[src/rtl/pc_gen.sv]
// Program counter generator for the fetch stage.
// Handles boot, sequential advance, redirects, traps and halt/resume.
module pc_gen #(
    parameter int unsigned    N         = 32,
    parameter logic [N-1:0]   RESET_VEC = 32'h0040_0000,
    parameter logic [N-1:0]   TRAP_VEC  = 32'h0040_0180,
    parameter int unsigned    INC       = 4,
    parameter int unsigned    CNT_W     = 32
) (
    input  logic             clk,
    input  logic             reset,
    input  logic             stall,
    input  logic             fetch_ready,
    input  logic             redirect_valid,
    input  logic [N-1:0]     redirect_target,
    input  logic             trap_req,
    input  logic             halt,
    input  logic             resume,
    output logic [N-1:0]     pc_value,
    output logic             pc_valid,
    output logic             misalign_err,
    output logic [CNT_W-1:0] fetch_count
);

    typedef enum logic [1:0] {
        BOOT   = 2'd0,
        RUN    = 2'd1,
        HALTED = 2'd2
    } state_t;

    state_t           state_q;
    state_t           state_d;
    logic [N-1:0]     pc_d;
    logic [CNT_W-1:0] cnt_d;
    logic             mis_d;
    logic             aligned;
    logic             accept;

    assign aligned = (redirect_target[1:0] == 2'b00);
    assign accept  = fetch_ready && !stall;

    // State, PC, counter and error pulse registers; falling-edge clocked.
    always_ff @(negedge clk or negedge reset) begin
        if (!reset) begin
            state_q      <= BOOT;
            pc_value     <= RESET_VEC;
            fetch_count  <= '0;
            misalign_err <= 1'b0;
        end else begin
            state_q      <= state_d;
            pc_value     <= pc_d;
            fetch_count  <= cnt_d;
            misalign_err <= mis_d;
        end
    end

    // Next-state and next-PC selection, trap > redirect > halt/resume > fetch.
    always_comb begin
        state_d = state_q;
        pc_d    = pc_value;
        cnt_d   = fetch_count;
        mis_d   = 1'b0;
        unique case (state_q)
            BOOT: begin
                state_d = RUN;
            end
            RUN: begin
                if (trap_req) begin
                    pc_d = TRAP_VEC;
                end else if (redirect_valid) begin
                    if (aligned) begin
                        pc_d = redirect_target;
                    end else begin
                        pc_d  = TRAP_VEC;
                        mis_d = 1'b1;
                    end
                end else if (halt) begin
                    state_d = HALTED;
                end else if (accept) begin
                    pc_d  = pc_value + N'(INC);
                    cnt_d = fetch_count + CNT_W'(1);
                end
            end
            HALTED: begin
                if (trap_req) begin
                    pc_d    = TRAP_VEC;
                    state_d = RUN;
                end else if (redirect_valid) begin
                    if (aligned) begin
                        pc_d = redirect_target;
                    end else begin
                        pc_d    = TRAP_VEC;
                        mis_d   = 1'b1;
                        state_d = RUN;
                    end
                end else if (resume) begin
                    state_d = RUN;
                end
            end
            default: begin
                state_d = BOOT;
                pc_d    = RESET_VEC;
            end
        endcase
    end

    // Fetch request is live only while running.
    always_comb begin
        pc_valid = (state_q == RUN);
    end

endmodule

[config.mk]
export PLATFORM = sky130hd
export DESIGN_NAME = pc_gen
export DESIGN_NICKNAME = d
export VERILOG_FILES = /design/src/rtl/pc_gen.sv
export SDC_FILE = /design/constraint.sdc
export NUM_CORES = 1
export LEC_CHECK = 0
export ABC_AREA = 1
export CAP_MARGIN = 10
export CORE_ASPECT_RATIO = 1.25
export CORE_MARGIN = 10
export CORE_UTILIZATION = 55
export DETAILED_ROUTE_END_ITERATION = 10
export GPL_TIMING_DRIVEN = 0
export PLACE_DENSITY_LB_ADDON = 0.05
export SLEW_MARGIN = 20
export SYNTH_ARGS = -nofsm -noshare
export SYNTH_HDL_FRONTEND = slang
export SYNTH_SLANG_ARGS = --single-unit
[constraint.sdc]
create_clock -name clk -period 4.32 [get_ports clk]
set_input_delay 0.864 -clock clk [delete_from_list [all_inputs] [get_ports clk]]
set_output_delay 0.864 -clock clk [all_outputs]
set_load 0.02 [all_outputs]
==> impl_metrics.ini, run 1 <==
[yosys]
synth_compound_area_share_pct = 8.858
yosysWarnings = 0
synth_top_family_by_area = simple AND/OR/NAND/NOR gates
netlist-cell-type-count = 41
syn_area_mm2 = 0.004534
synth-simple-area-share_pct = 38.82
synthCells = 670
synthFlopType = dfrtn_1
synthArstFlopShare_pct = 100.0
synth-adder-area-share_pct = 1.656
ys_seq_area_share_pct = 37.00
postSynthAreaPerCell_um2 = 6.768
synth_enable_flop_cells = 0
synth.area.mux_share_pct = 0
syn_nets = 716
synth-xor-area-share_pct = 5.988
synth_seq_cells = 67

[finish]
final_core_util_pct = 75.88
fillers = 662
area.sequential_mm2 = 0.001678
layout_commonest_cell = nand2_1
multiInputGateArea_mm2 = 0.002569
layoutNonFillerInstCount = 896
area_growth_pct = 32.67
diodes = 0
design.final.nets = 842
drive_gt1_share_pct = 9.988
layout_common_cells = nand2_1, nor2_1, dfrtn_1

[setup_path]
worst-setup-path-type = register to output pin
critPathMaxFanout = 5
arrival_ps = 3440
end_kind = output pin
critical_path_required_ps = 3460
startpoint_type = register

[floorplanning]
pin_count = 106
start_util_pct = 57.20
rows = 36
die_h_um = 121.5
die_area_mm2 = 0.01230
core_area_mm2 = 0.007928
dieWidth_um = 101.2

[sta]
finalHoldViolations = 0
finClkSkew_ps = 50.69
drv_slew = 0
relSlewSlack_pct = 66.65
rsz0062_at_grt = yes
tightest_slew_ps = 496.5
final-setup-viol-count = 0

[detailed_routing]
viasPerCell = 5.479
dr_wl_met3_mm = 1.122
top_layer_used = met4
drt_iter0_markers = 354
drt-wirelength-per-cell_um = 16.19
drc = 0
met1_length_mm = 5.288
firstDrtPassIters = 6
ant_nets = 0
wl_met2_mm = 7.665
num_vias = 4909
wl_mm = 14.51

[cts]
cts_max_level = 3
cts_made_buffers = 9
root_buffer = clkbuf_8
clk_path_buf_depth = 2
clk_latency_ps = 390
clock_sinks = 67
cts_tree = done
cts_hold_buf = 0
clkTransAtPathRegs_ps = 50

[power]
ir_worst_vdd_v = 0.0003588
leakagePower_nw = 2.926
powerDensity_mw_per_mm2 = 394.4

[grt]
grtUsageTotal_pct = 23.05
grt_max_degree = 48
antenna_found_initial = 0
grt_pass1_vias = 4878
grt_pass1_wl_mm = 22.93
grt-ovfl-total = 0

[placed_design]
io_buffer_count = 104
dp_cells = 870
place_congestion = 0.9038
hpwl_mm = 10.98

[job]
drv_cap = 0

[outcome]
status = finished, final reports clean

[worst_hold_path]
hold_path_class = register to register
[final cells by class]
cell class,count,area share [%]
buffer,8,1.123
clock buffer,10,2.288
clock inverter,7,1.518
inverter,72,4.700
multi-input combinational,520,42.70
sequential,67,27.89
tap,95,1.976
timing repair buffer,116,17.72
timing repair inverter,1,0.08319
[metrics by stage]
stage,power (mW),setup TNS (ps),cell area [µm²],setup WS [ps],hold WS [ps]
finish,2.372,0,6016,20.24,448.9
global route,2.493,-74.34,6016,-24.32,465.2
global placement,1.749,-159660,5694,-1928,443.9
detailed placement,1.775,-33910,5719,-712.5,456.2
CTS,2.341,0,5904,6.897,452.5
floorplan,1.394,0,4534,54.15,464.1
[per-layer routing]
metal	vias up	GRT usage, %
li1	2357	-
met1	2278	24.15
met2	223	42.33
met3	51	5.071
met4	0	10.47
met5	-	0
[registers in the layout, summed over array words and instances (netlist names)]
name and cells:
state_q 2, fetch_count 32, pc_value 32, misalign_err 1
[cells by family (layout without fill, tap and decap cells)]
group | Yosys count | in the layout
buf+inv | 83 | 214
simple gates | 410 | 410
flops | 67 | 67
fa+ha+maj | 6 | 6
xor+xnor | 31 | 31
compound gates | 73 | 73
[worst paths after layout]
path	from	endpoint	slack, ps	cells after the start
worst min register to register	pc_value[1]	pc_value[1]	450	2
max in group asynchronous	reset	pc_value[22]	1200	2
worst max register to register	pc_value[3]	pc_value[16]	2110	10
worst max-delay path	state_q[1]	pc_valid	20	3
worst min-delay path	pc_value[1]	pc_value[1]	450	2
min in group asynchronous	reset	fetch_count[29]	2460	1
[where the power goes]
part           total, mW  leakage (nW)  switching [mW]  internal (mW)
logic              0.934          1.94           0.607          0.327
clock network      0.614         0.118           0.271          0.343
registers          0.824         0.871           0.103          0.721
[what timing repair did]
| action | 4_1_cts | 5_1_grt |
|---|---|---|
| setup endpoints to repair | 120 | 40 |
| gates cloned | 0 | 1 |
| setup buffers | 5 | 6 |
| gates resized for setup | 75 | 25 |
| pin swaps | 4 | 3 |
[synth_stat cells (2+ instances only)]
cell	number	share of area, %
nand2_1	247	20
nor2_1	84	7.0
inv_1	68	5.6
dfrtn_1	66	36
o21ai_0	39	4.3
nand3_1	34	3.8
xor2_1	23	4.4
a21oi_1	20	2.2
nor3_1	13	1.4
xnor2_1	8	1.5
ha_1	6	1.7
nand4_1	6	0.83
nor2_4	6	1.5
clkbuf_1	4	0.33
nand3b_1	4	0.66
buf_4	3	0.50
inv_2	3	0.25
nand2_4	3	0.74
o211ai_1	3	0.50
o21ai_2	3	0.58
a31oi_1	2	0.28
and2_1	2	0.28
nand2_2	2	0.28
nand3_2	2	0.44
nor2_2	2	0.28
nor4_1	2	0.28
[critical path: stages (launching register included)]
cell and delay [ps]:
dfrtn_1 460, inv_1 110, ha_4 210, buf_2 170
Power figures use the tool's default switching activity.
==> run 2: changes to the inputs <==
Settings changed: CELL_PAD_IN_SITES_DETAIL_PLACEMENT set to 1, CELL_PAD_IN_SITES_GLOBAL_PLACEMENT set to 1, CORE_UTILIZATION 55 to 38.
==> run 2 against run 1 <==
Cell area up 2.6%. Clock skew is 1.2 ps higher. Cell count is 7.8% higher. Sequential share of layout area decreased by 0.71 points. First-iteration DRC count fell by 38%.
==> impl_metrics.ini, run 2 (synthesis results as in run 1) <==
[outcome]
status = finished, final reports clean

[grt]
grt_max_degree = 47
grt-ovfl-total = 0
grtUsageTotal_pct = 19.82
grt_pass1_wl_mm = 26.90
antenna_found_initial = 0
grt_pass1_vias = 5430

[finish]
diodes = 0
drive_gt1_share_pct = 10.43
layout_commonest_cell = nand2_1
finalInstanceArea_mm2 = 0.006172
top_regs = fetch_count x32, pc_value x32, state_q x2
final_core_util_pct = 52.88
design.final.nets = 847
layout_common_cells = nand2_1, nor2_1, inv_1, dfrtn_1, dlygate4sd2_1
area_growth_pct = 36.12
layoutNonFillerInstCount = 966

[floorplanning]
core_area_mm2 = 0.01167
pin_count = 106
rows = 44
start_util_pct = 38.85
die_area_mm2 = 0.01673
dieWidth_um = 117.7
die_h_um = 142.1

[cts]
clkTransAtPathRegs_ps = 40
clk_path_buf_depth = 2
cts_hold_buf = 0
clk_latency_ps = 390
cts_made_buffers = 9
clock_sinks = 67
cts_tree = done
root_buffer = clkbuf_16
cts_max_level = 3

[power]
powerDensity_mw_per_mm2 = 401.4
p_comb_share_pct = 38.4
pwr-share-clk_pct = 28.3
switching_share_pct = 41.35
leakagePower_nw = 2.985
ir_worst_vdd_v = 0.0002843
p_int_mw = 1.453
p_seq_share_pct = 33.3
power_switching_mw = 1.024

[detailed_routing]
drt_iter0_markers = 221
drt-wirelength-per-cell_um = 17.35
drc = 0
viasPerCell = 5.042
wl_mm = 16.76
firstDrtPassIters = 4
num_vias = 4871
ant_nets = 0

[setup_path]
worstReg2RegStart = pc_value[3]
critPathMaxFanout = 6
arrival_ps = 3430
critPathMaxStageDelay_ps = 540
crit_chain = dlygate4sd2_1
critical_path_required_ps = 3460
startpoint_type = register
end_kind = output pin
cp.buffers_inverters = 1
slowest_stage = dfrtn_1
worst-setup-path-type = register to output pin
critPathTopFamily = flip-flops
reg2regPathDepth = 10
reg2reg_to = pc_value[16]
reg2reg_slack_ps = 2120

[sta]
drv_slew = 0
whs_ps = 449.7
final-setup-viol-count = 0
finalWorstSetupSlack_ps = 29.11
relSlewSlack_pct = 62.33
finalHoldViolations = 0
finClkSkew_ps = 51.94
tightest_slew_ps = 559.9

[placed_design]
hpwl_mm = 13.17
place_ws_ps = -781.8
place_congestion = 0.8924
dp_cells = 936
io_buffer_count = 104
dpl_cell_area_mm2 = 0.005802

[worst_hold_path]
hold_path_class = register to register
min_from = pc_value[1]
hold_depth = 2
hold_end = pc_value[1]

[job]
drv_cap = 0
[run 2: power by group through the flow]
stage / clock [mW] / sequential, mW / combinational (mW)
after detailed placement: 0.00290 / 0.835 / 0.976
after CTS: 0.708 / 0.827 / 0.949
after floorplan: 0.00290 / 0.894 / 0.497
after global routing: 0.737 / 0.839 / 1.05
final: 0.700 / 0.825 / 0.952
after global placement: 0.00290 / 0.826 / 0.946
[run 2: final cells by class]
class	count	area [µm²]
Fill cell	1569	5499
Tap cell	161	201.4
Multi-Input combinational cell	520	2569
Timing Repair Buffer	120	1090
Buffer	10	78.83
Inverter	72	282.8
Clock buffer	10	239.0
Clock inverter	6	33.78
Sequential cell	67	1678
[run 2: how the worst max path moves through the flow]
stage          depth (start not counted)          startpoint               to  slack (ps)
6_report                               1        pc_value[14]     pc_value[14]          30
3_5_place_dp                           9            trap_req     pc_value[14]        -780
4_1_cts                                9  redirect_target[0]     pc_value[14]           4
5_1_grt                                3          state_q[1]         pc_valid         -20
3_3_place_gp                           1               reset       state_q[1]       -2120
2_1_floorplan                          8      redirect_valid  fetch_count[16]          50
[run 2: through the flow]
stage          power (mW)  setup TNS [ps]
2_1_floorplan       1.394               0
3_3_place_gp        1.775         -174430
3_5_place_dp        1.814          -36450
4_1_cts             2.484               0
5_1_grt             2.627          -19.90
6_report            2.477               0
[run 2: layer usage]
metal	track usage, %	routed length, µm
met5	0	0
met1	18.94	6132
met4	8.409	342
met3	4.248	752
met2	39.71	9532
[run 2: timing repair]
item | in CTS | in global routing
resized for setup | 91 | 14
pin swaps | 10 | 4
endpoints found under the setup margin | 120 | 38
hold endpoints to repair | 0 | 0
buffers inserted | 12 | 3
==> run 3: changes to the inputs <==
Settings changed: CTS_BUF_LIST set to sky130_fd_sc_hd__clkbuf_16, PLACE_DENSITY set to 0.95, PLACE_DENSITY_LB_ADDON 0.05 to unset.
==> run 3 against run 2 <==
Register-to-register slack worse by 120 ps. Cell count increased by 0.93%. Largest power group unchanged. Non-clock buffer count grew 7. Global-route usage is 2.0 points higher. Routed wire length increased by 18%. Sequential share of layout area shrank 0.39 points.
==> impl_metrics.ini, run 3 (synthesis results as in run 1) <==
[setup_path]
end_kind = output pin
worstReg2RegStart = pc_value[3]
worst-setup-path-type = register to output pin
slowest_stage = dfrtn_1
reg2reg_to = pc_value[30]
reg2regPathDepth = 12
critical_path_required_ps = 3460
critPathTopFamily = flip-flops
crit_chain = clkdlybuf4s15_1
critPathMaxFanout = 5
critPathMaxStageDelay_ps = 560
reg2reg_slack_ps = 2000
cp_num_cells = 1
arrival_ps = 3440
startpoint_type = register
cp.buffers_inverters = 1

[placed_design]
place_congestion = 0.9031
dpl_cell_area_mm2 = 0.005802
dp_cells = 936
io_buffer_count = 104
hpwl_mm = 14.00

[worst_hold_path]
min_from = pc_value[0]
hold_depth = 2
hold_path_class = register to register
hold_end = pc_value[0]

[floorplanning]
die_area_mm2 = 0.01673
start_util_pct = 38.85
pin_count = 106
rows = 44
dieWidth_um = 117.7
die_h_um = 142.1
core_area_mm2 = 0.01167

[detailed_routing]
drt-wirelength-per-cell_um = 20.21
drt_iter0_markers = 226
ant_nets = 0
viasPerCell = 5.366
wl_met2_mm = 10.62
wl_mm = 19.70
top_layer_used = met5
drc = 0
firstDrtPassIters = 4
dr_wl_met3_mm = 1.086
met1_length_mm = 7.117
num_vias = 5232

[sta]
finalHoldViolations = 0
setup-tns-final_ps = 0
finClkSkew_ps = 58.04
relSlewSlack_pct = 56.71
tightest_slew_ps = 644.4
rsz0062_at_grt = no
final-setup-viol-count = 0
drv_slew = 0

[power]
leakagePower_nw = 3.055
p_seq_share_pct = 32.1
ir_worst_vdd_v = 0.0002351
power_switching_mw = 1.082
p_comb_share_pct = 38.8
switching_share_pct = 41.81
p_int_mw = 1.505
pwr-share-clk_pct = 29.1
power_mw = 2.587
powerDensity_mw_per_mm2 = 413.2

[finish]
layout_common_cells = nand2_1, nor2_1, inv_1, dfrtn_1, dlygate4sd2_1
finalInstanceArea_mm2 = 0.006261
layoutNonFillerInstCount = 975
drive_gt1_share_pct = 10.82
area_growth_pct = 38.08
final_core_util_pct = 53.64
design.final.nets = 854
top_regs = fetch_count x32, pc_value x32, state_q x2
layout_commonest_cell = nand2_1

[grt]
grt_pass1_wl_mm = 29.49
grt_pass1_vias = 5747
grt_max_degree = 47
antenna_found_initial = 2
grt-ovfl-total = 0
grtUsageTotal_pct = 21.83

[cts]
cts_max_level = 3
clock_sinks = 67
root_buffer = clkbuf_16
clk_path_buf_depth = 2
cts_tree = done
cts_made_buffers = 9
clkTransAtPathRegs_ps = 50
cts_hold_buf = 0
clk_latency_ps = 400

[outcome]
status = finished, final reports clean

[job]
drv_cap = 0
==> run 3: worst max-delay path by stage <==
stage | from | end | slack [ps]
6_report | fetch_count[10] | fetch_count[10] | 20
5_1_grt | pc_value[17] | pc_value[17] | 0.4
4_1_cts | state_q[1] | pc_valid | -90
3_5_place_dp | trap_req | pc_value[5] | -780
3_3_place_gp | reset | fetch_count[10] | -2030
2_1_floorplan | redirect_valid | fetch_count[16] | 50
==> run 3: cell type report <==
| type | instances | area [µm²] |
|---|---|---|
| Multi-Input combinational cell | 520 | 2576 |
| Tap cell | 161 | 201.4 |
| Buffer | 9 | 76.32 |
| Timing Repair Buffer | 128 | 1155 |
| Clock buffer | 9 | 225.2 |
| Inverter | 72 | 282.8 |
| Sequential cell | 67 | 1678 |
| Clock inverter | 8 | 63.81 |
| Antenna cell | 1 | 2.502 |
| Fill cell | 1546 | 5410 |
==> run 3: power groups by stage <==
| stage | registers [mW] | logic, mW | clock network, mW |
|---|---|---|---|
| 2_1_floorplan | 0.894 | 0.497 | 0.00290 |
| 3_3_place_gp | 0.825 | 0.924 | 0.00290 |
| 3_5_place_dp | 0.835 | 0.976 | 0.00290 |
| 4_1_cts | 0.827 | 0.958 | 0.750 |
| 5_1_grt | 0.840 | 1.09 | 0.776 |
| 6_report | 0.830 | 1.00 | 0.753 |
==> run 3: repair_timing <==
action,4_1_cts,5_1_grt
setup buffers,9,14
resized for setup,89,13
pin swaps,8,4
setup endpoints to repair,123,37
==> run 3: routing by layer <==
layer | global-route usage [%] | vias up
met3 | 5.161 | 72
met2 | 41.25 | 203
li1 | - | 2392
met5 | 0 | -
met1 | 21.95 | 2563
met4 | 10.95 | 2
==> run 3: metrics by stage <==
| stage | hold slack (ps) | setup WS (ps) |
|---|---|---|
| 2_1_floorplan | 464.1 | 54.15 |
| 3_3_place_gp | 452.5 | -2027 |
| 3_5_place_dp | 461.1 | -775.9 |
| 4_1_cts | 468.8 | -85.67 |
| 5_1_grt | 509.3 | 0.4279 |
| 6_report | 460.9 | 16.70 |
